===== config.mk =====
export PLATFORM = sky130hd
export DESIGN_NAME = seg7_bcd_feeder_flat
export DESIGN_NICKNAME = d
export VERILOG_FILES = /design/src/rtl/seg7_bcd_feeder_if.sv /design/src/rtl/seg7_bcd_feeder.sv /design/src/flat_wrapper.sv
export SDC_FILE = /design/constraint.sdc
export NUM_CORES = 1
export LEC_CHECK = 0
export BUFFER_PORTS_ARGS = -buffer_cell sky130_fd_sc_hd__buf_2
export CORE_MARGIN = 8
export CORE_UTILIZATION = 43
export CTS_CLUSTER_SIZE = 20
export DETAILED_ROUTE_END_ITERATION = 8
export PLACE_DENSITY = 0.71
export SKIP_LAST_GASP = 1
export SYNTH_ARGS = -nofsm -noshare
export SYNTH_HDL_FRONTEND = slang
export SYNTH_SLANG_ARGS = --single-unit

===== constraint.sdc =====
create_clock -name clk -period 5.1 [get_ports clk]
set_input_delay 0.255 -clock clk [delete_from_list [all_inputs] [get_ports clk]]
set_output_delay 0.255 -clock clk [all_outputs]
set_load 0.05 [all_outputs]

===== src/rtl/seg7_bcd_feeder_if.sv =====
// Bus bundle for seg7_bcd_feeder.
// Carries the CPU-side slave cycle (strobe/rw/addr/d_in -> d_out) and the
// display-side master write (m_strobe/m_rw/m_addr/m_data).
//   slave  : the feeder's view (samples the CPU cycle, drives read data and master write)
//   master : the system's view (CPU drives the cycle, display driver observes the write)
interface seg7_bcd_feeder_if;
  logic        strobe;
  logic        rw;
  logic [31:0] addr;
  logic [31:0] d_in;
  logic [31:0] d_out;
  logic        m_strobe;
  logic        m_rw;
  logic [31:0] m_addr;
  logic [31:0] m_data;

  modport slave (
    input  strobe, rw, addr, d_in,
    output d_out, m_strobe, m_rw, m_addr, m_data
  );

  modport master (
    output strobe, rw, addr, d_in,
    input  d_out, m_strobe, m_rw, m_addr, m_data
  );
endinterface


===== src/rtl/seg7_bcd_feeder.sv =====
// seg7_bcd_feeder: bus-mapped binary-to-BCD converter feeding the 7-segment
// display driver. A write to BASE+0 starts a sequential double-dabble
// conversion (one bit per cycle); the packed BCD result is then written once
// to SEG_BASE on the master side.
// Ports:
//   clk     : rising-edge clock
//   reset_n : synchronous active-low reset
//   bus     : seg7_bcd_feeder_if.slave (CPU slave cycle + display master write)
// Build option: define SEG7_BCD_OVF_EN to report operands above 9999 (or with
// nonzero upper write bits) as 0xEEEE and set the ovf status bit.
module seg7_bcd_feeder #(
  parameter logic [31:0] BASE     = 32'h20,
  parameter logic [31:0] SEG_BASE = 32'h10,
  parameter int unsigned BIN_BITS = 14
) (
  input  logic                  clk,
  input  logic                  reset_n,
  seg7_bcd_feeder_if.slave      bus
);

  localparam int unsigned BCD_BITS  = 20;
  localparam int unsigned DIGITS    = BCD_BITS / 4;
  localparam int unsigned CNT_W     = $clog2(BIN_BITS + 1);
  localparam logic [CNT_W-1:0] LAST_ITER = CNT_W'(BIN_BITS - 1);

  typedef enum logic [1:0] {ST_IDLE, ST_CONV, ST_WRITE} state_e;

  state_e                state_q;
  logic [BCD_BITS-1:0]   bcd_q;
  logic [BIN_BITS-1:0]   bin_q;
  logic [CNT_W-1:0]      cnt_q;
  logic                  oor_q;
  logic                  pend_q;
  logic [BIN_BITS-1:0]   pend_op_q;
  logic                  pend_oor_q;
  logic                  drop_q;
  logic                  ovf_q;
  logic [31:0]           d_out_q;
  logic                  m_strobe_q;
  logic [31:0]           m_data_q;

  logic                  sel_c;
  logic                  wr_c;
  logic                  rd_c;
  logic [BIN_BITS-1:0]   op_c;
  logic                  op_oor_c;
  logic [BCD_BITS-1:0]   bcd_adj_c;
  logic [BCD_BITS-1:0]   bcd_nx_c;
  logic [BIN_BITS-1:0]   bin_nx_c;
  logic                  ovf_c;
  logic [31:0]           res_c;
  logic [3:0]            status_c;

  // Slave decode: BASE+0 is the operand, BASE+1 is status (writes ignored).
  assign sel_c    = bus.strobe && (bus.addr[31:1] == BASE[31:1]);
  assign wr_c     = sel_c && bus.rw && !bus.addr[0];
  assign rd_c     = sel_c && !bus.rw;
  assign op_c     = bus.d_in[BIN_BITS-1:0];
  assign op_oor_c = |bus.d_in[31:BIN_BITS];
  assign status_c = {drop_q, ovf_q, pend_q, state_q != ST_IDLE};

  // Double-dabble step: add 3 to each digit >= 5, then shift {bcd,bin} left.
  always_comb begin
    bcd_adj_c = bcd_q;
    for (int i = 0; i < int'(DIGITS); i++) begin
      if (bcd_q[4*i +: 4] >= 4'd5) bcd_adj_c[4*i +: 4] = bcd_q[4*i +: 4] + 4'd3;
    end
  end

  assign bcd_nx_c = {bcd_adj_c[BCD_BITS-2:0], bin_q[BIN_BITS-1]};
  assign bin_nx_c = {bin_q[BIN_BITS-2:0], 1'b0};

  // Final result; the fifth digit is nonzero exactly when the operand exceeds 9999.
`ifdef SEG7_BCD_OVF_EN
  assign ovf_c = (|bcd_nx_c[BCD_BITS-1:16]) || oor_q;
  assign res_c = ovf_c ? 32'h0000_EEEE : {16'h0, bcd_nx_c[15:0]};
`else
  assign ovf_c = 1'b0;
  assign res_c = {16'h0, bcd_nx_c[15:0]};
`endif

  // Bits that only matter in the overflow build, or are shifted out.
  logic unused_c;
  assign unused_c = ^{bcd_adj_c[BCD_BITS-1], bcd_nx_c[BCD_BITS-1:16], oor_q};

  always_ff @(posedge clk) begin
    if (!reset_n) begin
      state_q    <= ST_IDLE;
      bcd_q      <= '0;
      bin_q      <= '0;
      cnt_q      <= '0;
      oor_q      <= 1'b0;
      pend_q     <= 1'b0;
      pend_op_q  <= '0;
      pend_oor_q <= 1'b0;
      drop_q     <= 1'b0;
      ovf_q      <= 1'b0;
      d_out_q    <= '0;
      m_strobe_q <= 1'b0;
      m_data_q   <= '0;
    end else begin
      m_strobe_q <= 1'b0;

      // Reads sample pre-edge state; a status read clears drop.
      if (rd_c) begin
        d_out_q <= bus.addr[0] ? {28'h0, status_c} : m_data_q;
        if (bus.addr[0]) drop_q <= 1'b0;
      end

      case (state_q)
        ST_IDLE: begin
          if (wr_c) begin
            bcd_q   <= '0;
            bin_q   <= op_c;
            oor_q   <= op_oor_c;
            cnt_q   <= '0;
            state_q <= ST_CONV;
          end
        end

        ST_CONV: begin
          bcd_q <= bcd_nx_c;
          bin_q <= bin_nx_c;
          cnt_q <= cnt_q + CNT_W'(1);
          if (cnt_q == LAST_ITER) begin
            state_q    <= ST_WRITE;
            m_strobe_q <= 1'b1;
            m_data_q   <= res_c;
            ovf_q      <= ovf_c;
          end
          // One-deep slot, newest wins; overwriting an unserved operand is a drop.
          if (wr_c) begin
            if (pend_q) drop_q <= 1'b1;
            pend_q     <= 1'b1;
            pend_op_q  <= op_c;
            pend_oor_q <= op_oor_c;
          end
        end

        ST_WRITE: begin
          // A fresh write beats the pending slot, discarding it.
          if (wr_c) begin
            if (pend_q) drop_q <= 1'b1;
            pend_q  <= 1'b0;
            bcd_q   <= '0;
            bin_q   <= op_c;
            oor_q   <= op_oor_c;
            cnt_q   <= '0;
            state_q <= ST_CONV;
          end else if (pend_q) begin
            pend_q  <= 1'b0;
            bcd_q   <= '0;
            bin_q   <= pend_op_q;
            oor_q   <= pend_oor_q;
            cnt_q   <= '0;
            state_q <= ST_CONV;
          end else begin
            state_q <= ST_IDLE;
          end
        end

        default: state_q <= ST_IDLE;
      endcase
    end
  end

  assign bus.d_out    = d_out_q;
  assign bus.m_strobe = m_strobe_q;
  assign bus.m_rw     = m_strobe_q;
  assign bus.m_addr   = SEG_BASE;
  assign bus.m_data   = m_data_q;

endmodule

===== src/flat_wrapper.sv =====
// flat-port wrapper written by rule: the top's interface ports become plain ports
module seg7_bcd_feeder_flat 
#(
  parameter logic [31:0] BASE     = 32'h20,
  parameter logic [31:0] SEG_BASE = 32'h10,
  parameter int unsigned BIN_BITS = 14
)
  (clk, reset_n, bus_strobe, bus_rw, bus_addr, bus_d_in, bus_d_out, bus_m_strobe, bus_m_rw, bus_m_addr, bus_m_data);
  seg7_bcd_feeder_if bus_i ();
  input  logic clk;
  input  logic reset_n;
  input wire logic [$bits(bus_i.strobe)-1:0] bus_strobe;
  input wire logic [$bits(bus_i.rw)-1:0] bus_rw;
  input wire logic [$bits(bus_i.addr)-1:0] bus_addr;
  input wire logic [$bits(bus_i.d_in)-1:0] bus_d_in;
  output wire logic [$bits(bus_i.d_out)-1:0] bus_d_out;
  output wire logic [$bits(bus_i.m_strobe)-1:0] bus_m_strobe;
  output wire logic [$bits(bus_i.m_rw)-1:0] bus_m_rw;
  output wire logic [$bits(bus_i.m_addr)-1:0] bus_m_addr;
  output wire logic [$bits(bus_i.m_data)-1:0] bus_m_data;
  assign bus_i.strobe = bus_strobe;
  assign bus_i.rw = bus_rw;
  assign bus_i.addr = bus_addr;
  assign bus_i.d_in = bus_d_in;
  assign bus_d_out = bus_i.d_out;
  assign bus_m_strobe = bus_i.m_strobe;
  assign bus_m_rw = bus_i.m_rw;
  assign bus_m_addr = bus_i.m_addr;
  assign bus_m_data = bus_i.m_data;
  seg7_bcd_feeder #(.BASE(BASE), .SEG_BASE(SEG_BASE), .BIN_BITS(BIN_BITS)) u_core (.clk(clk), .reset_n(reset_n), .bus(bus_i));
endmodule

==> results of run 1 <==
-- metal layers --
| layer | up-vias | global-route usage (%) |
|---|---|---|
| met5 | - | 0 |
| met4 | 0 | 6.714 |
| met3 | 18 | 4.056 |
| met2 | 190 | 27.56 |
| met1 | 1914 | 18.70 |
| li1 | 1968 | - |
-- through the flow --
step	instance area (um2)	total power [mW]	util (%)
5_1_grt	5094	1.326	47.40
4_1_cts	5091	1.286	47.38
2_1_floorplan	4907	0.8424	-
3_5_place_dp	4906	0.8352	45.66
6_report	5094	1.278	47.40
3_3_place_gp	4906	0.8337	45.66
-- cells by family after synthesis --
| family | after synthesis |
|---|---|
| compound gates | 137 |
| xor+xnor | 4 |
| fa+ha+maj | 15 |
| buf+inv | 115 |
| flops | 85 |
| mux | 22 |
| other cells | 2 |
| simple gates | 186 |
-- final timing paths --
check                            from                  end  slack, ns  cells past startpoint
setup / recovery    u_core.state_q[0]      u_core.bin_q[2]       2.25                      7
hold / removal            bus_d_in[6]  u_core.pend_op_q[6]       0.15                      3
setup reg to reg    u_core.state_q[0]      u_core.bin_q[2]       2.25                      7
hold reg to reg   u_core.bus.d_out[2]  u_core.bus.d_out[2]       0.45                      2
-- registers in the layout, indices dropped and copies added, names as in the netlist --
signal             count
u_core.bin_q          14
u_core.bcd_q          16
u_core.drop_q          1
u_core.bus.m_data     16
u_core.pend_op_q      14
u_core.bus.m_rw        1
u_core.state_q         2
u_core.cnt_q           4
u_core.pend_q          1
u_core.bus.d_out      16
-- cell usage in the layout (no fill, tap or decap), types with 3 or more instances in the layout --
cell type  count
xnor2_1        4
nand2_1       75
conb_1        64
a211o_1        5
nand3_1       38
or3_1          3
clkbuf_8      11
buf_2         83
inv_1         15
a21oi_1       49
a31oi_1       43
o21ai_0       26
mux2i_1       22
nor2_1        28
nor2b_1       13
nor4_2         3
and2_1         4
dfxtp_1       85
buf_4          5
ha_1          15
nand2b_1       7
nor4_4         4
-- synthesized netlist by cell type (2+ instances only) --
cell / instances / area, um2
buf_4: 66 / 495.5
a21oi_1: 49 / 245.2
nand3_1: 38 / 190.2
o21ai_0: 26 / 130.1
buf_2: 8 / 40.04
nand2_1: 75 / 281.5
and2_1: 4 / 25.02
clkbuf_1: 25 / 93.84
o32ai_1: 2 / 17.52
nor3_2: 2 / 20.02
a211o_1: 5 / 43.79
inv_1: 15 / 56.30
nor4_4: 4 / 85.08
nand4_1: 2 / 12.51
ha_1: 15 / 187.7
nor2b_1: 13 / 81.33
nor2_1: 28 / 105.1
nor4_2: 3 / 37.54
or3_1: 3 / 18.77
nand4_4: 2 / 42.54
xnor2_1: 4 / 35.03
conb_1: 2 / 7.510
a211oi_1: 2 / 15.01
nand2b_1: 7 / 43.79
a31oi_1: 43 / 269.0
dfxtp_1: 85 / 1702
mux2i_1: 22 / 220.2
-- report_power, final --
| part | switching [mW] | total, mW | leakage, nW | internal (mW) |
|---|---|---|---|---|
| clock network | 0.250 | 0.456 | 0.0930 | 0.206 |
| logic | 0.136 | 0.159 | 1.30 | 0.0225 |
| registers | 0.0000000000301 | 0.663 | 0.684 | 0.663 |
| total | 0.387 | 1.28 | 2.08 | 0.891 |
-- critical path, stage by stage, from the launching register on --
cell and delay [ns]:
dfxtp_1 0.36, inv_1 0.12, ha_1 0.68, a211o_1 0.28, o41a_1 0.64, buf_4 0.37, a31oi_1 0.08, a31oi_1 0.22
-- cell type report --
| class | count | area [um2] |
|---|---|---|
| fillers | 1033 | 5652 |
| multi-input cells | 428 | 2516 |
| flip-flops and latches | 85 | 1702 |
| repair buffers | 88 | 452.9 |
| well taps | 140 | 175.2 |
| clock buffers | 12 | 155.1 |
| inverters | 16 | 60.06 |
| clock inverters | 4 | 30.03 |
| diodes | 1 | 2.502 |
==> flow_metrics.env, run 1 <==
export IMPL_outcome="finished clean"
export IMPL_synth_edff_count=0
export IMPL_maxSlewViolCount=0
export IMPL_cts_sinks=85
export IMPL_synth_top_family_by_area="simple AND/OR/NAND/NOR gates"
export IMPL_rsz0062_at_grt="no"
export IMPL_vias_per_cell=5.284
export IMPL_root_buffer="clkbuf_8"
export IMPL_yosysWarningCount=0
export IMPL_grt_max_degree=58
export IMPL_synthAdderAreaFrac_pct=4.015
export IMPL_wl_met2_um=5556
export IMPL_drive_gt1_share_pct=18.64
export IMPL_peakVddDrop_mv=0.1106
export IMPL_post_cts_resize_count=0
export IMPL_path_max_fanout=19
export IMPL_period_share_pct=55.83
export IMPL_grt_ovfl_total=0
export IMPL_drc=0
export IMPL_skew_ns=0.008460
export IMPL_syn_area_per_cell_um2=8.259
export IMPL_wl_met3_um=1165
export IMPL_clock_path_buffers=2
export IMPL_async_flop_share_pct=0
export IMPL_clk_latency_ns=0.37
export IMPL_hold_viol=0
export IMPL_fmax_mhz=351.2
export IMPL_tightest_slew_ns=1.076
export IMPL_yosysSeqAreaShare_pct=36.40
export IMPL_numCtsBuffers=9
export IMPL_grt_first_pass_wirelength_um=19350
export IMPL_startpoint_type="flop"
export IMPL_muxShareOfSynthArea_pct=4.711
export IMPL_post_drt_wl_per_cell_um=15.28
export IMPL_relSlewSlack_pct=27.99
export IMPL_synth_area_mm2=0.004674
export IMPL_design_die_area_mm2=0.01446
export IMPL_synthCells=566
export IMPL_grt_pass1_vias=3930
export IMPL_hold_ws_ns=0.1465
export IMPL_synth_compound_area_share_pct=17.75
export IMPL_setup_viol=0
export IMPL_pre_cts_ws_ns=2.281
export IMPL_totalNegativeSetupSlack_ns=0
export IMPL_ys_flop_type="dfxtp_1"
export IMPL_worst_slack_ns=2.253
export IMPL_p_leak_nw=2.081
export IMPL_ys_ff_latch=85
export IMPL_htree_levels=3
export IMPL_rows=38
export IMPL_min_path_type="in2reg"
export IMPL_core_mm2=0.01075
export IMPL_die_w_um=120.3
export IMPL_syn_to_final_growth_pct=8.967
export IMPL_cellPowerDensity_mw_per_mm2=250.8
export IMPL_routabilityCongestion=0.7787
export IMPL_grt_usage_pct=16.05
export IMPL_dpl_hpwl_um=8491
export IMPL_wl_um=11830
export IMPL_dr_total_vias=4090
export IMPL_tritoncts="built"
export IMPL_drt_iter0_markers=309
export IMPL_yosys_area_share_simple_pct=21.47
export IMPL_min_period_ns=2.847
export IMPL_ant_nets=0
export IMPL_dr_pass1_iters=5
export IMPL_cp_arrival_ns=3.14
export IMPL_drv_cap=0
export IMPL_path_clk_slew_ns=0.08
export IMPL_ctsHoldBuffers=0
export IMPL_pin_count=166
export IMPL_start_util_pct=43.50
export IMPL_top_layer="met4"
export IMPL_finalNonFillerCells=774
export IMPL_endpoint_kind="flop"
export IMPL_antenna_found_initial=1
export IMPL_post_cts_buffers=0
export IMPL_die_y_um=120.3
export IMPL_finalNetCount=711
export IMPL_port_buffer_count=83
export IMPL_dp_cells=757
export IMPL_synth_distinct_cells=43
export IMPL_met1Wirelength_um=4880
export IMPL_crit_type="reg2reg"
export IMPL_worstPathRequired_ns=5.39
export IMPL_synthXorXnorAreaFrac_pct=0.7495
(Power assumes the default switching activity.)
==> inputs of run 2 (changes only) <==
clock period = 2.9 ns   (was 5.1 ns; I/O delays follow)
==> flow_metrics.env, run 2 (synthesis results as in run 1) <==
export IMPL_post_drt_wl_per_cell_um=15.23
export IMPL_die_w_um=120.3
export IMPL_clock_path_buffers=2
export IMPL_numCtsBuffers=9
export IMPL_holdCritStartpoint="bus_d_in[3]"
export IMPL_vias_per_cell=5.250
export IMPL_outcome="finished clean"
export IMPL_post_cts_resize_count=0
export IMPL_dp_cells=766
export IMPL_startpoint_type="flop"
export IMPL_routabilityCongestion=0.7850
export IMPL_peakVddDrop_mv=0.2521
export IMPL_start_util_pct=43.50
export IMPL_maxSlewViolCount=0
export IMPL_drc=0
export IMPL_hold_viol=0
export IMPL_grt_first_pass_wirelength_um=19120
export IMPL_totalNegativeSetupSlack_ns=0
export IMPL_dr_pass1_iters=4
export IMPL_root_buffer="clkbuf_8"
export IMPL_path_clk_slew_ns=0.09
export IMPL_ant_nets=0
export IMPL_tightest_slew_ns=1.105
export IMPL_setup_viol=0
export IMPL_finalNonFillerCells=783
export IMPL_rsz0062_at_grt="no"
export IMPL_grt_ovfl_total=0
export IMPL_crit_path_start="u_core.state_q[0]"
export IMPL_fmax_mhz=425.3
export IMPL_cts_sinks=85
export IMPL_htree_levels=3
export IMPL_endpoint_kind="flop"
export IMPL_p_leak_nw=2.131
export IMPL_grt_max_degree=46
export IMPL_drive_gt1_share_pct=19.94
export IMPL_ctsHoldBuffers=0
export IMPL_post_cts_buffers=0
export IMPL_port_buffer_count=83
export IMPL_cellPowerDensity_mw_per_mm2=435.4
export IMPL_slowest_stage="o41ai_4"
export IMPL_path_buf_inv=1
export IMPL_drt_iter0_markers=317
export IMPL_syn_to_final_growth_pct=10.36
export IMPL_grt_usage_pct=15.90
export IMPL_mostFrequentLayoutCell="dfxtp_1"
export IMPL_worstPathRequired_ns=3.19
export IMPL_dpl_hpwl_um=8618
export IMPL_design_die_area_mm2=0.01446
export IMPL_wl_um=11930
export IMPL_min_path_type="in2reg"
export IMPL_drv_cap=0
export IMPL_rows=38
export IMPL_cp_arrival_ns=2.64
export IMPL_design_area_mm2=0.005159
export IMPL_grt_pass1_vias=3907
export IMPL_finalNetCount=720
export IMPL_clk_latency_ns=0.37
export IMPL_path_max_fanout=19
export IMPL_period_share_pct=81.08
export IMPL_dr_total_vias=4111
export IMPL_n_fill_cell=1033
export IMPL_antenna_found_initial=1
export IMPL_place_area_mm2=0.004974
export IMPL_min_period_ns=2.351
export IMPL_timing_rr_start="u_core.state_q[0]"
export IMPL_skew_ns=0.01227
export IMPL_crit_chain="ha_1 -> o41ai_4 -> buf_4 -> o21ai_0 -> a31oi_1"
export IMPL_cp_top_family="compound AO/OA/AOI/OAI gates"
export IMPL_layout_common_cells="85 x dfxtp_1, 83 x buf_2, 75 x nand2_1, 64 x conb_1, 49 x a21oi_1"
export IMPL_tritoncts="built"
export IMPL_core_mm2=0.01075
export IMPL_crit_type="reg2reg"
export IMPL_die_y_um=120.3
export IMPL_relSlewSlack_pct=26.06
export IMPL_slowest_delay_ns=1.03
export IMPL_pin_count=166
-- run 2: cell count changes in the layout (fill, tap and decap cells not counted), sizes merged --
| cell | change |
|---|---|
| buf | +9 |
| clkbuf | -2 |
| inv | +2 |
| clkinv | +1 |
| clkinvlp | -1 |
-- run 2: per-stage QoR --
| stage | power [mW] | hold slack [ns] | utilization (%) | setup slack, ns |
|---|---|---|---|---|
| after global routing | 2.323 | 0.06135 | 48.01 | 0.3814 |
| after global placement | 1.468 | 0.4051 | 46.29 | 0.3627 |
| after floorplan | 1.481 | 0.2921 | - | 0.9817 |
| final | 2.246 | 0.03639 | 48.01 | 0.5487 |
| after CTS | 2.259 | 0.03003 | 47.99 | 0.5862 |
| after detailed placement | 1.470 | 0.4184 | 46.29 | 0.2874 |
-- run 2: power by group --
group / internal (mW) / total [mW] / switching (mW) / leakage (nW)
Sequential: 1.17 / 1.17 / 0.0000000000529 / 0.684
Clock: 0.343 / 0.799 / 0.456 / 0.0974
Combinational: 0.0415 / 0.282 / 0.240 / 1.35
Total: 1.55 / 2.25 / 0.696 / 2.13
-- run 2: final cells by class --
class | instances | area (um2) | share of cell area, %
Clock inverter | 6 | 45.04 | 0.8732
Timing Repair Buffer | 97 | 520.5 | 10.09
Multi-Input combinational cell | 428 | 2516 | 48.78
Clock buffer | 10 | 137.6 | 2.668
Tap cell | 140 | 175.2 | 3.396
Antenna cell | 1 | 2.502 | 0.04851
Inverter | 16 | 60.06 | 1.164
Sequential cell | 85 | 1702 | 32.99
-- run 2: path summary, 6_finish.rpt --
path	endpoint	slack, ns	cells after the start
worst max register to register	u_core.bin_q[8]	0.55	5
worst max-delay path	u_core.bin_q[8]	0.55	5
worst min-delay path	u_core.pend_op_q[3]	0.04	3
worst min register to register	u_core.bus.d_out[2]	0.45	2
-- run 2: metal layers --
layer  vias to the layer above  track usage [%]  routed length [um]
met2                       178            27.45                5702
met1                      1926            18.38                4903
met3                        16            4.149                1101
li1                       1991                -                   -
met5                         -                0                   0
met4                         0            6.479                 218
-- run 2: worst min-delay path, cell delays in order --
cell	delay, ns
buf_2	0.09
mux2i_1	0.06
nor2_1	0.07
